File: src/rtl/int_priority_sequencer.sv
// Purpose : fixed-priority interrupt entry/return sequencer with a return-address stack.
// Latency : redirect/ifr_clr pulse one cycle after the accepting edge (all outputs registered).
// Backpressure: int_req holds until the CPU signals cpu_ready; reti is the only exit from service.
//
// Ports:
//   clk, rst          - single rising-edge clock, synchronous active-high reset
//   irq_pending       - per-source pending (already masked), lowest index wins
//   global_en         - global interrupt enable
//   cpu_ready, pc_in  - CPU at an instruction boundary, and the return address it offers
//   reti              - one-cycle return-from-interrupt pulse
//   int_req           - entry requested (state REQ)
//   redirect(_addr)   - one-cycle PC load of a handler or return address
//   ifr_clr(_id)      - one-cycle acknowledge of the accepted source
//   active_id, depth  - source in service (0 when idle) and nesting level
// Optional macro INT_NESTING_EN: enables preemption by a higher-priority source, up to
// STACK_DEPTH levels. Without it the stack holds a single entry and service is not preempted.

module int_priority_sequencer #(
    parameter int          NUM_INT        = 16,
    parameter logic [15:0] HANDLER_BASE   = 16'h0100,
    parameter logic [15:0] HANDLER_STRIDE = 16'h0010,
    parameter int          STACK_DEPTH    = 4
) (
    input  logic                         clk,
    input  logic                         rst,
    input  logic [NUM_INT-1:0]           irq_pending,
    input  logic                         global_en,
    input  logic                         cpu_ready,
    input  logic [15:0]                  pc_in,
    input  logic                         reti,
    output logic                         int_req,
    output logic                         redirect,
    output logic [15:0]                  redirect_addr,
    output logic                         ifr_clr,
    output logic [$clog2(NUM_INT)-1:0]   ifr_clr_id,
    output logic [$clog2(NUM_INT)-1:0]   active_id,
    output logic [$clog2(STACK_DEPTH):0] depth
);

    localparam int IDW = $clog2(NUM_INT);
    localparam int DW  = $clog2(STACK_DEPTH) + 1;
`ifdef INT_NESTING_EN
    localparam int LEVELS = STACK_DEPTH;
`else
    localparam int LEVELS = 1;
`endif

    typedef enum logic [1:0] {
        S_IDLE    = 2'd0,
        S_REQ     = 2'd1,
        S_SERVICE = 2'd2
    } state_t;

    state_t          state_q, state_d;
    logic [IDW-1:0]  lat_q, lat_d;
    logic [DW-1:0]   depth_q;

    // Shift stack: entry 0 is always the top, so no depth-based indexing is needed.
    logic [15:0]     stk_pc [LEVELS];
    logic [IDW-1:0]  stk_id [LEVELS];

    logic [IDW-1:0]  win_id;
    logic            any_pend;
    logic            preempt;
    logic            push, pop;
    logic            redirect_d, ifr_clr_d;
    logic [15:0]     redirect_addr_d;
    logic [IDW-1:0]  ifr_clr_id_d;
    logic [15:0]     hnd_addr;

    // Lowest set index wins: scan downwards so the last hit is the lowest.
    always_comb begin
        win_id = '0;
        for (int i = NUM_INT - 1; i >= 0; i--) begin
            if (irq_pending[i]) win_id = IDW'(i);
        end
    end

    assign any_pend  = |irq_pending;
    assign hnd_addr  = HANDLER_BASE + 16'(lat_q) * HANDLER_STRIDE;
    assign active_id = (depth_q != '0) ? stk_id[0] : '0;
    assign depth     = depth_q;
    assign int_req   = (state_q == S_REQ);

`ifdef INT_NESTING_EN
    // Only a strictly higher-priority source may preempt, and only with a free stack slot.
    assign preempt = global_en && any_pend && (win_id < active_id) && (depth_q < DW'(LEVELS));
`else
    assign preempt = 1'b0;
`endif

    always_comb begin
        state_d         = state_q;
        lat_d           = lat_q;
        push            = 1'b0;
        pop             = 1'b0;
        redirect_d      = 1'b0;
        redirect_addr_d = redirect_addr;
        ifr_clr_d       = 1'b0;
        ifr_clr_id_d    = ifr_clr_id;
        case (state_q)
            S_IDLE: begin
                if (global_en && any_pend) begin
                    lat_d   = win_id;
                    state_d = S_REQ;
                end
            end
            S_REQ: begin
                // Losing global_en cancels the request; fall back to whatever was running.
                if (!global_en) begin
                    state_d = (depth_q == '0) ? S_IDLE : S_SERVICE;
                end else if (cpu_ready) begin
                    push            = 1'b1;
                    redirect_d      = 1'b1;
                    redirect_addr_d = hnd_addr;
                    ifr_clr_d       = 1'b1;
                    ifr_clr_id_d    = lat_q;
                    state_d         = S_SERVICE;
                end
            end
            S_SERVICE: begin
                // reti takes precedence; new sources are looked at again next cycle.
                if (reti) begin
                    pop             = 1'b1;
                    redirect_d      = 1'b1;
                    redirect_addr_d = stk_pc[0];
                    state_d         = (depth_q == DW'(1)) ? S_IDLE : S_SERVICE;
                end else if (preempt) begin
                    lat_d   = win_id;
                    state_d = S_REQ;
                end
            end
            default: state_d = S_IDLE;
        endcase
    end

    always_ff @(posedge clk) begin
        if (rst) begin
            state_q       <= S_IDLE;
            lat_q         <= '0;
            depth_q       <= '0;
            redirect      <= 1'b0;
            redirect_addr <= '0;
            ifr_clr       <= 1'b0;
            ifr_clr_id    <= '0;
            for (int i = 0; i < LEVELS; i++) begin
                stk_pc[i] <= '0;
                stk_id[i] <= '0;
            end
        end else begin
            state_q       <= state_d;
            lat_q         <= lat_d;
            redirect      <= redirect_d;
            redirect_addr <= redirect_addr_d;
            ifr_clr       <= ifr_clr_d;
            ifr_clr_id    <= ifr_clr_id_d;
            if (push) begin
                for (int i = LEVELS - 1; i > 0; i--) begin
                    stk_pc[i] <= stk_pc[i-1];
                    stk_id[i] <= stk_id[i-1];
                end
                stk_pc[0] <= pc_in;
                stk_id[0] <= lat_q;
                depth_q   <= depth_q + DW'(1);
            end else if (pop) begin
                for (int i = 0; i < LEVELS - 1; i++) begin
                    stk_pc[i] <= stk_pc[i+1];
                    stk_id[i] <= stk_id[i+1];
                end
                stk_pc[LEVELS-1] <= '0;
                stk_id[LEVELS-1] <= '0;
                depth_q          <= depth_q - DW'(1);
            end
        end
    end

endmodule

File: config.mk
export PLATFORM = sky130hd
export DESIGN_NAME = int_priority_sequencer
export DESIGN_NICKNAME = d
export VERILOG_FILES = /design/src/rtl/int_priority_sequencer.sv
export SDC_FILE = /design/constraint.sdc
export NUM_CORES = 1
export LEC_CHECK = 0
export CAP_MARGIN = 15
export CORE_MARGIN = 8
export CORE_UTILIZATION = 51
export CTS_BUF_LIST = sky130_fd_sc_hd__clkbuf_16
export CTS_CLUSTER_SIZE = 20
export DETAILED_ROUTE_END_ITERATION = 7
export PLACE_DENSITY = 0.91
export REMOVE_ABC_BUFFERS = 1
export SYNTH_ARGS = -nofsm -noshare
export SYNTH_HDL_FRONTEND = slang
export SYNTH_SLANG_ARGS = --single-unit
export TNS_END_PERCENT = 1
File: constraint.sdc
create_clock -name clk -period 4.8 [get_ports clk]
set_input_delay 1.2 -clock clk [delete_from_list [all_inputs] [get_ports clk]]
set_output_delay 1.2 -clock clk [all_outputs]
set_load 0.1 [all_outputs]
; ---- Word-level counts from Yosys, hierarchy flattened
; Memories as Yosys holds them, arrays and structs flattened.
; Index checks and enable logic that the tools add are counted.
[totals]
regBits = 31
ramBits = 20
inputBits = 37
out_inout_bits = 30
elab_cells = 88
mem_count = 2
[op_classes]
add_sub_neg = 3
eq_ne = 8
muxes = 53
n_reduce_logical = 15
[mem_list]
columns = memory, depth, word_bits, rd, rd_ports_with_merged_regs, wr, line_no
row1 = stk_pc, 1, 16, 1, 0, 1, 59  ; logic [15:0] stk_pc [LEVELS];
row2 = stk_id, 1, 4, 1, 0, 1, 60  ; logic [IDW-1:0] stk_id [LEVELS];
[ops]
columns = cell, count
row1 = 16-bit two-way mux, 5
row2 = 4-bit two-way mux, 19
row3 = 16-bit OR reduction, 3
row4 = 16-bit one-hot mux with 2 select lines, 1
row5 = 1-bit two-way mux, 18
row6 = 2-bit two-way mux, 6
row7 = "9-bit by 8-bit adder with 10-bit output, first input constant", 1
row8 = "2-bit inequality test, second input constant", 4
row9 = 4-bit OR reduction, 2
row10 = 3-bit two-way mux, 2
row11 = 2-bit one-hot mux with 3 select lines, 1
row12 = 3-bit AND reduction, 2
row13 = 4-bit AND reduction, 1
row14 = 2-bit nonzero test, 2
row15 = "3-bit by 1-bit adder with 3-bit output, second input constant", 1
row16 = "3-bit by 1-bit == test with 1-bit output, second input constant", 1
row17 = 3-bit zero test, 1
row18 = "3-bit inequality test, second input constant", 1
row19 = 3-bit nonzero test, 1
row20 = "3-bit by 1-bit subtractor with 3-bit output, second input constant", 1
row21 = "2-bit by 1-bit == test with 1-bit output, second input constant", 1
row22 = "2-bit == test, second input constant", 1
row23 = 2-bit zero test, 1
row24 = 1-bit one-hot mux with 2 select lines, 1
row25 = 2 further kinds, 2

; ---- Longest topological paths before layout
[logic_depth]
ltp_word = 16
ltp_mapped = 8
depth_no_buf = 6

; ---- Worst setup path before layout
; Ideal clock, no wire load.
[synth_timing]
path_type = register to output
from = register depth_q[0], in the netlist depth[0]
to = output active_id[0]
arrival_ps = 2300
t_required_ps = 3600
slack_ps = 1300
path_stages_with_launch = 5
path_buffers = 0
path_cell_list = dfxtp_1 > inv_1 > ha_1 > nand2b_1 > and2_1
[synth_between]
elab_chain_len = 2
[synth_lines]
columns = element, line_no
row1 = "start, declared", 56  ; logic [DW-1:0] depth_q;
row2 = "start signal, assigned", 164  ; depth_q <= depth_q + DW'(1);
row3 = "start signal, assigned", 172  ; depth_q <= depth_q - DW'(1);
row4 = 3-bit nonzero test, 81  ; assign active_id = (depth_q != '0) ? stk_id[0] : '0;
row5 = 4-bit two-way mux, 81
row6 = "end, declared", 36  ; output logic [$clog2(NUM_INT)-1:0] active_id,
; Every way passes these cells.

; ---- Worst setup path after layout
; Ends and elaborated chain as after synthesis.

==> impl_metrics.ini <==
[global_routing]
grt_max_degree = 22
grt_pass1_wl_mm = 9.18
grt_pass1_vias = 1919
grt_usage_pct = 15.9
antenna_found_initial = 0
gr-total-overflow = 0

[worst_setup_path]
crit_arrival_ns = 2.38
critPathRequiredTime_ns = 3.60
crit_type = reg2out
critPathMaxFanout = 4
rr_worst_depth = 5
end_kind = output pin
cp-start-kind = register

[clock_tree]
h-tree-depth = 2
cts_buffer_depth = 2
cts_tree = yes
hold_buffers = 0
clk_latency_ns = 0.29
cts.root.buffer_cell = clkbuf_16
clock_sinks = 51
clk_pin_slew_ns = 0.07
cts_setup_buffers = 0
cts_inserted_buffers = 5
cts-resized-gates = 0

[synthesis]
yosys_warnings = 0
synth_seq_cells = 51
synthArstFlopShare_pct = 0
synth_area_leader_cell = dfxtp_1
synthTopCellsByArea = dfxtp_1, edfxtp_1, and2_1
synth_cells = 223
synth_seq_area_share_pct = 51.9
netlist_area_mm2 = 0.00235
ys_types = 43
syn_avg_cell_area_um2 = 10.5
synth-edff-count = 20
yosysTopAreaCellShare_pct = 26.4
yosys_most_used_dff = dfxtp_1

[run_status]
outcome = complete, no violations

[sta]
slew_headroom_pct = 31.5
tightest_slew_ns = 1.02
final_max_slew_viol_count = 0
fin_skew_ns = 0.00302
fin_crit_ns = 3.58
clock.fmax_mhz = 280
grt_setup_unrepaired = false
finalSetupTns_ns = 0
setup_viol = 0
hold_viol = 0
period_share_pct = 74.5

[power]
p_leak_nw = 1.14
p_total_w = 0.00114
peakVddDrop_mv = 0.270
power_density_mw_per_mm2 = 355

[floorplan]
dieHeight_um = 83.9
die-area_mm2 = 0.00704
die_w_um = 83.9
core-area_mm2 = 0.00438
row_count = 24
initial_core_util_pct = 53.6
ioPinCount = 67

[drt]
ant_nets = 0
wl_mm = 5.62
route.detailed.drc = 0
vias = 1909
wl_per_cell_um = 16.6
drtPass1Iterations = 5
routed_via_density = 5.63
drt_iter0_drc = 118

[hold_path]
min_path_cells = 2
hp-class = reg2reg

[finish]
final_nets = 331
antenna_cells = 0
drive_above_1_share_pct = 6.27
syn_to_final_growth_pct = 35.9
fin_util_pct = 72.9

[placement]
post-dp-hpwl_mm = 4.08
gp_congestion = 0.788
port_buffers = 66

[run]
max_cap_viol_count = 0
registers in the layout, indices dropped and copies added (netlist names):
signal         count
depth              3
ifr_clr            1
ifr_clr_id         4
lat_q              4
redirect           1
redirect_addr     16
state_q            2
stk_id             4
stk_pc            16
area by class of cell:
cell class	count	area, µm²
clock buffers	5	125
clock inverters	3	42.5
fillers	318	1190
inverters	8	30.0
multi-input cells	153	1040
flip-flops and latches	51	1220
well taps	52	65.1
repair buffers	67	668
report_power, final:
group	switching, W	internal [W]
Combinational	0.000164	0.0000811
Sequential	0.0000147	0.000477
Clock	0.000153	0.000246
logic make-up (layout without fill, tap and decap cells):
family          Yosys count  count (layout)  synth area share [%]
simple gates             91              91                  22.6
flops                    51              51                  51.9
compound gates           48              48                  15.1
buf+inv                  19              83                  3.67
fa+ha+maj                 8               8                  4.26
mux                       5               5                  2.13
xor+xnor                  1               1                 0.373
critical path, stage by stage, from the launching register on:
cell and delay (ns):
dfxtp_1 0.39, inv_1 0.10, ha_1 0.23, nand2b_1 0.11, and2_1 0.13, clkdlybuf4s50_1 1.12
path summary, 6_finish.rpt:
check	endpoint	slack (ns)	start
hold / removal	ifr_clr_id[0]	0.46	ifr_clr_id[0]
hold reg to reg	ifr_clr_id[0]	0.46	ifr_clr_id[0]
setup / recovery	active_id[0]	1.22	depth[0]
setup reg to reg	stk_id[0][0]	2.45	state_q[1]
stage by stage:
stage / cells / setup WS [ns] / hold WS, ns / area, µm²
after global routing: 339 / 1.11 / 0.485 / 3200
after detailed placement: 331 / 1.38 / 0.451 / 3030
after CTS: 339 / 1.21 / 0.463 / 3200
after floorplan: 212 / 1.30 / 0.442 / 2290
after global placement: 331 / 1.46 / 0.443 / 3030
final: 339 / 1.22 / 0.464 / 3200
per-layer routing:
layer	up-vias	global-route usage, %	routed length [µm]
li1	928	-	-
met5	-	0	0
met2	58	28.3	3000
met3	15	4.59	296
met4	0	6.91	172
met1	908	16.8	2150
synth_stat cells, types with 3 or more instances:
cell type  instances
and2_1            24
nand2b_1           5
nor2_1            24
nor3b_1            3
a211oi_1           4
o21ai_0            3
ha_1               8
mux2i_1            5
a22oi_1           11
inv_1              8
clkbuf_1           4
a21o_1             3
nand2_1           11
nor3_1             8
a21oi_1           11
a31oi_1            3
nor2b_1            3
buf_2              6
dfxtp_1           31
edfxtp_1          20
cells in the final DEF, fill, tap and decap left out, drive strengths merged:
cell	count
clkdlybuf4s50	66
dfxtp	31
and2	24
nor2	24
edfxtp	20
a21oi	14
nand2	11
a22oi	11
inv	9
nor3	8
ha	8
nand2b	5
mux2i	5
clkbuf	5
nor4	5
a211oi	4
nor2b	4
a21o	3
a31oi	3
nor3b	3
o21ai	3
nand3	3
nand4	2
and3	1
a41oi	1
a311oi	1
a311o	1
or2b	1
o31ai	1
a2111o	1
a31o	1
a2111oi	1
o211ai	1
o21bai	1
a41o	1
xnor2	1
bufinv	1
clkinv	1
buf	1
Power figures use the tool's default switching activity.
